[src/rtl/shift_reg_pkg.sv]
// =============================================================================
// shift_reg_pkg: types shared by the shift-register serializer and deserializer
// Rev 1.0
// =============================================================================
`default_nettype none

package shift_reg_pkg;

  typedef enum logic [1:0] {
    HOLD = 2'b00,
    SHL  = 2'b01,
    SHR  = 2'b10,
    LOAD = 2'b11
  } mode_t;

  // Prefixed so the literals do not collide with mode_t::HOLD
  typedef enum logic [1:0] {
    S_IDLE   = 2'd0,
    S_RECV   = 2'd1,
    S_HOLD   = 2'd2,
    S_PARITY = 2'd3
  } deser_state_t;

  typedef enum logic {
    DIR_LEFT  = 1'b0,
    DIR_RIGHT = 1'b1
  } dir_t;

  localparam int DEFAULT_WIDTH = 4;

endpackage

`default_nettype wire

[src/rtl/deser_bit_counter.sv]
// =============================================================================
// deser_bit_counter: counts received bits, flags the WIDTH-th bit and wraps
// Rev 1.0
// =============================================================================
`default_nettype none

module deser_bit_counter #(
  parameter int WIDTH = 4
) (
  input  logic clk,
  input  logic rst,
  input  logic clear_i,
  input  logic inc_i,
  output logic tc_o
);

  localparam int CNT_W = (WIDTH > 1) ? $clog2(WIDTH) : 1;
  localparam logic [CNT_W-1:0] LAST = CNT_W'(WIDTH - 1);

  logic [CNT_W-1:0] count_q;
  logic [CNT_W-1:0] count_d;

  assign tc_o = inc_i && !clear_i && (count_q == LAST);

  always_comb begin
    count_d = count_q;
    if (clear_i) begin
      count_d = '0;
    end else if (inc_i) begin
      count_d = (count_q == LAST) ? '0 : count_q + CNT_W'(1);
    end
  end

  always_ff @(posedge clk) begin
    if (rst) begin
      count_q <= '0;
    end else begin
      count_q <= count_d;
    end
  end

endmodule

`default_nettype wire

[src/rtl/shift_reg_deser.sv]
// =============================================================================
// shift_reg_deser: framed serial-to-parallel receiver with valid/ready output.
// Optional trailing even-parity bit: define SHIFT_REG_DESER_PARITY_EN.
// Rev 1.0
// =============================================================================
`default_nettype none

module shift_reg_deser
  import shift_reg_pkg::*;
#(
  parameter int WIDTH = DEFAULT_WIDTH
) (
  input  logic             clk,
  input  logic             rst,
  input  logic             start,
  input  logic             dir,
  input  logic             s_valid,
  input  logic             s_in,
  input  logic             p_ready,
  output logic [WIDTH-1:0] p_out,
  output logic             p_valid,
  output logic             is_zero,
  output logic             busy,
  output logic             overrun,
  output logic             parity_err
);

  deser_state_t     state_q;
  dir_t             dir_q;
  logic [WIDTH-1:0] sreg_q;
  logic [WIDTH-1:0] shift_d;
  logic [WIDTH-1:0] p_out_q;
  logic             p_valid_q;
  logic             is_zero_q;
  logic             overrun_q;
  logic             cnt_clear;
  logic             cnt_inc;
  logic             cnt_tc;

  assign shift_d = (dir_q == DIR_LEFT) ? {sreg_q[WIDTH-2:0], s_in}
                                       : {s_in, sreg_q[WIDTH-1:1]};

  // A start in HOLD only begins a new frame when the word is consumed too
  assign cnt_clear = start && ((state_q != S_HOLD) || p_ready);
  assign cnt_inc   = (state_q == S_RECV) && s_valid && !start;

  deser_bit_counter #(
    .WIDTH (WIDTH)
  ) u_bit_counter (
    .clk     (clk),
    .rst     (rst),
    .clear_i (cnt_clear),
    .inc_i   (cnt_inc),
    .tc_o    (cnt_tc)
  );

`ifdef SHIFT_REG_DESER_PARITY_EN
  logic parity_err_q;
`endif

  always_ff @(posedge clk) begin
    if (rst) begin
      state_q   <= S_IDLE;
      dir_q     <= DIR_LEFT;
      sreg_q    <= '0;
      p_out_q   <= '0;
      p_valid_q <= 1'b0;
      is_zero_q <= 1'b1;
      overrun_q <= 1'b0;
`ifdef SHIFT_REG_DESER_PARITY_EN
      parity_err_q <= 1'b0;
`endif
    end else begin
      case (state_q)
        S_IDLE: begin
          if (start) begin
            state_q <= S_RECV;
            dir_q   <= dir_t'(dir);
            sreg_q  <= '0;
          end
        end
        S_RECV: begin
          if (start) begin
            dir_q  <= dir_t'(dir);
            sreg_q <= '0;
          end else if (s_valid) begin
            sreg_q <= shift_d;
            if (cnt_tc) begin
`ifdef SHIFT_REG_DESER_PARITY_EN
              state_q <= S_PARITY;
`else
              p_out_q   <= shift_d;
              p_valid_q <= 1'b1;
              is_zero_q <= (shift_d == '0);
              state_q   <= S_HOLD;
`endif
            end
          end
        end
`ifdef SHIFT_REG_DESER_PARITY_EN
        S_PARITY: begin
          if (start) begin
            state_q <= S_RECV;
            dir_q   <= dir_t'(dir);
            sreg_q  <= '0;
          end else if (s_valid) begin
            p_out_q      <= sreg_q;
            p_valid_q    <= 1'b1;
            is_zero_q    <= (sreg_q == '0);
            parity_err_q <= ^{sreg_q, s_in};
            state_q      <= S_HOLD;
          end
        end
`endif
        S_HOLD: begin
          if (s_valid) begin
            overrun_q <= 1'b1;
          end
          if (p_ready) begin
            p_valid_q <= 1'b0;
            if (start) begin
              state_q <= S_RECV;
              dir_q   <= dir_t'(dir);
              sreg_q  <= '0;
            end else begin
              state_q <= S_IDLE;
            end
          end else if (start) begin
            overrun_q <= 1'b1;
          end
        end
        default: state_q <= S_IDLE;
      endcase
    end
  end

  assign p_out   = p_out_q;
  assign p_valid = p_valid_q;
  assign is_zero = is_zero_q;
  assign overrun = overrun_q;
  assign busy    = (state_q == S_RECV) || (state_q == S_PARITY);

`ifdef SHIFT_REG_DESER_PARITY_EN
  assign parity_err = parity_err_q;
`else
  assign parity_err = 1'b0;
`endif

endmodule

`default_nettype wire
[config.mk]
export PLATFORM = sky130hd
export DESIGN_NAME = shift_reg_deser
export DESIGN_NICKNAME = d
export VERILOG_FILES = /design/src/rtl/shift_reg_pkg.sv /design/src/rtl/deser_bit_counter.sv /design/src/rtl/shift_reg_deser.sv
export SDC_FILE = /design/constraint.sdc
export NUM_CORES = 1
export LEC_CHECK = 0
export CAP_MARGIN = 15
export CORE_UTILIZATION = 45
export DETAILED_ROUTE_END_ITERATION = 10
export GPL_TIMING_DRIVEN = 0
export PLACE_DENSITY = 0.77
export SYNTH_ARGS = -nofsm -noshare
export SYNTH_HDL_FRONTEND = slang
export SYNTH_SLANG_ARGS = --single-unit
[constraint.sdc]
create_clock -name clk -period 3.65 [get_ports clk]
set_input_delay 0.365 -clock clk [delete_from_list [all_inputs] [get_ports clk]]
set_output_delay 0.365 -clock clk [all_outputs]
set_load 0.1 [all_outputs]
# == After elaboration in Yosys (flattened, before gate mapping) ==
# Index checks and enable logic that the tools add are counted.
# op_classes
n_addsub,1
n_eq_ne,11
mux,25
bitwise_logic,1
reduce_logical,21
# op_table
cell,n
$mux 4,5
$mux 2,6
$ne 2x2->1 const B,6
$pmux 4 s3,1
$mux 1,10
$reduce_and 5->1,2
$eq 2x2->1 const B,3
$pmux 2 s3,1
$logic_and 1x1->1,5
$logic_not 4->1,1
$pmux 1 s2,2
$reduce_and 4->1,1
$reduce_bool 2->1,2
$reduce_or 2->1,2
$ne 3x3->1 const B,1
$reduce_and 3->1,1
$reduce_bool 3->1,1
$add 2x1->2 const B,1
$eq 2x1->1 const B,1
$logic_not 1->1,2
$logic_not 2->1,1
$logic_or 1x1->1,2
$reduce_and 2->1,1
$not 1->1,1
# word_totals
reg_bits,16
output_inout_bits,9
elab_cells,67

# == Longest topological paths before layout ==
# depth
word_depth,10
ltp_mapped,5

# == Hierarchy ==
# Synthesis repeated with hierarchy kept, for this count alone.
# hier_totals
cells_unflattened,81
hier_area_um2,778.2
# by_module_without_submodules
mod,n_inst,cells_each,area_each_um2,seq_area_each_um2
shift_reg_deser,1,72,674.4,280.3
deser_bit_counter,1,9,103.8,40.0

# == Worst setup path before layout ==
# OpenSTA, ideal clock, no wires.
# synth_path
path_kind,register to register
from,"register, netlist name p_valid"
to,register p_valid_q (netlist: p_valid)
t_arrival_ns,1.329
path_slack_ns,2.251
stages_incl_launch_ff,3
path_buffers,0
cell_sequence,dfxtp_1 a21bo_2 a21oi_1
# synth_rtl
item,line_no,source
"end signal, assigned",shift_reg_deser.sv:67,p_valid_q <= 1'b0;
"end signal, assigned",shift_reg_deser.sv:93,p_valid_q <= 1'b1;
"end signal, assigned",shift_reg_deser.sv:120,p_valid_q <= 1'b0;
"end, declared",shift_reg_deser.sv:33,logic p_valid_q;

# == Final worst setup path ==
# layout_path
from,register state_q[0]
to,output port busy
# layout_via
elab_chain_len,2
elab_cells_between_ends,3
# layout_lines
item,line_no,source
"start, declared",shift_reg_deser.sv:28,deser_state_t state_q;
"start signal, assigned",shift_reg_deser.sv:63,state_q <= S_IDLE;
"start signal, assigned",shift_reg_deser.sv:77,state_q <= S_RECV;
"start signal, assigned",shift_reg_deser.sv:95,state_q <= S_HOLD;
$eq 2x1->1 or $eq 2x2->1 (tied branches),shift_reg_deser.sv:141,assign busy = (state_q == S_RECV) || (state_q == S_PARITY);
$logic_or 1x1->1 (*),shift_reg_deser.sv:141,
"end, declared",shift_reg_deser.sv:23,"output logic busy,"
# Every way passes the cells marked *; elsewhere a longest branch is shown, timed or not.

==> flow_summary.toml <==
[logic_synthesis]
count_of_state_elements_after_synthesis = 16
synth_top_area_share = 0.428
netlist.top_cell.by_area = "sky130_fd_sc_hd__dfxtp_1"
synth_compound_area_frac = 0.244
postSynth.asyncResetShare = 0
top_cells_by_count_synth = "16 x sky130_fd_sc_hd__dfxtp_1, 9 x sky130_fd_sc_hd__a21oi_1, 8 x sky130_fd_sc_hd__nand2_1"
ys.flop_type = "sky130_fd_sc_hd__dfxtp_1"
mappedNetlistArea_um2 = 748
synthesis.yosys.warnings = 0
yosys.area_share.xor_xnor = 0
synthCells = 80
synth.most_common_cell = "sky130_fd_sc_hd__dfxtp_1"
dominant_combinational_cell_family_by_area_after_synthesis = "compound AO/OA/AOI/OAI gates"
synth_enable_flop_cells = 0
ys_seq_area_frac = 0.428
synth.area.top_cells = "sky130_fd_sc_hd__dfxtp_1 43%, sky130_fd_sc_hd__mux2i_1 6.7%, sky130_fd_sc_hd__a21oi_1 6.0%"
synthesized_area_fraction_occupied_by_adder_cells = 0.0167
syn_avg_cell_area_um2 = 9.35
synth.net_count = 88
muxShareOfSynthArea = 0.0669
synth_simple_gate_area_frac = 0.166
distinct_cell_type_count_of_the_synthesized_netlist = 31

[cells_and_area]
final_nets = 106
antenna-diode-count = 0
syn_to_final_growth_pct = 23.1
final_cell_count_no_fill = 112
share_of_post_route_cells_with_drive_strength_above_1 = 0.104

[setup_path]
path_delay_family = "buffers and inverters"
worst_setup_path_type = "flip-flop to primary output"
critPathRequiredTime_ns = 3.28
critical_path_peak_fanout = 8
critical_path_buf_inv_count = 2
timing.critical_path.slowest_stage_cell = "sky130_fd_sc_hd__clkdlybuf4s50_1"
reg2regPathDepth = 4
rr_startpoint = "state_q[0]"
critical_path_arrival_ns = 2.00
startpoint = "state_q[0]"
reg2reg_setup_slack_ns = 2.35
worst_setup_end_kind = "primary output"
crit-reg2reg-capture = "p_out[2]"
timing.critical_path.slowest_cell_delay_ns = 1.12
worstPathCellList = "buf_2, clkdlybuf4s50_1"
start_kind = "flip-flop"

[sta]
finalCritPeriodShare = 0.647
unrepaired_setup_endpoints_after_global_routing = "no"
tightestPinTransition_ns = 0.993
finalSetupViolCount = 0
final-max-slew-violation-count = 0
min_period_ns = 2.36
fin_setup_tns_ns = 0
timing.clock.skew_ns = 0.00163
timing.max_slew.rel_slack = 0.336
timing.fmax_ghz = 0.423
final_critical_path_setup_slack_ns = 1.29
final-hold-violation-count = 0

[routing]
ant_nets = 0
detail_route.wirelength_um = 1370
routed_via_density = 5.69
detail_route.drc_violations = 0
detailroute.via_count = 637
drt-pass1-iter-count = 5
wl_per_cell_um = 12.2
dr.first_iter.drc_count = 6

[floorplan]
chipWidth_um = 42.8
design.die.area_um2 = 1830
core-area_um2 = 1520
placement_rows = 14
start_util = 0.491
dieHeight_um = 42.8
top_level_ports = 16

[min_path]
hold_path_end = "p_valid"
hold_path_startpoint = "rst"
hold_path.class = "input port to flip-flop"
hold-path-cell-count = 2

[global_route]
grt_pass1_wl_um = 2330
use_met1 = 0.206
gr-total-overflow = 0
grt_start_max_net_pins = 11
use_met3 = 0.0383
first_global_vias = 565
grt-busiest-layer = "met2"
grtUsageTotal = 0.172
gr-usage-met2 = 0.282
grt_antenna_before_repair = 0

[clock_tree]
clock_sinks = 16
clkLatencyLatePin_ns = 0.29
post_cts.resized_instances = 0
cts-buffers-inserted = 3
clkSlewWorstSetupHoldPaths_ns = 0.09
cts_root_buffer = "sky130_fd_sc_hd__clkbuf_4"
bufs_on_longest_clock_path = 2
htree_num_levels = 1
cts_tree = "built"
cts_setup_buffers = 0
cts.hold.buffers_added = 0

[power_and_ir_drop]
vdd_ir_drop_max_v = 0.000222
p_leak_uw = 0.000364
power-per-cell-area_nw_per_um2 = 335

[placement]
placed_cells = 109
port_buffers = 13
dpl.hpwl_um = 1040
gp_congestion = 0.756
dp_worst_setup_slack_ns = 1.60

[run_status]
run_status = "finished clean"

[run]
cap_violations = 0
## cells in the final DEF (no fill, tap or decap), drive strengths merged
master         count
nand2              8
a211oi             4
clkbuf             4
a21oi              9
dfxtp             16
nor3               1
a21boi             1
a311oi             1
nand2b             2
mux2i              5
ha                 1
and2               2
o21ai              2
a41oi              1
a21bo              1
or3b               1
o2bb2ai            2
a22o               2
a21o               1
buf                5
nand3              1
o211a              2
nand3b             1
nor2b              3
and2b              1
conb               1
inv                3
clkdlybuf4s50     13
and4bb             1
nor2               1
## metrics by stage
step	utilization	hold WS (ns)	total power, uW	area (um2)
after floorplan	-	0.432	208	748
after global placement	0.589	0.436	220	898
after detailed placement	0.589	0.446	221	898
after CTS	0.604	0.359	311	921
after global routing	0.604	0.386	320	921
final	0.604	0.364	309	921
## layout make-up
type                            instances  area (um2)
Buffer                                  6        43.8
Clock buffer                            3        22.5
Fill cell                             134         603
Inverter                                3        11.3
Multi-Input combinational cell         55         373
Sequential cell                        16         320
Tap cell                               16        20.0
Timing Repair Buffer                   13         130
## report_power, final
group | internal (uW) | switching (uW)
registers | 176 | 1.79
logic | 15.1 | 23.3
clock network | 38.4 | 53.9
total | 230 | 78.9
## metal layers
metal	part of all wire	vias up
met3	0.034	3
met2	0.47	14
met1	0.47	298
li1	-	322
met5	0	-
met4	0.020	0
## cells by family after synthesis
| logic type | Yosys count |
|---|---|
| compound gates | 26 |
| simple gates | 22 |
| flops | 16 |
| buf+inv | 9 |
| mux | 5 |
| fa+ha+maj | 1 |
| other cells | 1 |
## worst max path at each step
stage | to | slack (ns) | cells after the start
after floorplan | p_valid | 2.25 | 2
after global placement | busy | 1.63 | 2
after detailed placement | busy | 1.60 | 2
after CTS | busy | 1.28 | 2
after global routing | busy | 1.21 | 2
final | busy | 1.29 | 2
## state kept, by name (all words and copies together) (netlist names)
name and flops:
p_valid 1, dir_q 1, u_bit_counter.count_q 2, p_out 4
is_zero 1, overrun 1, state_q 2, sreg_q 4
(Power assumes the default switching activity.)
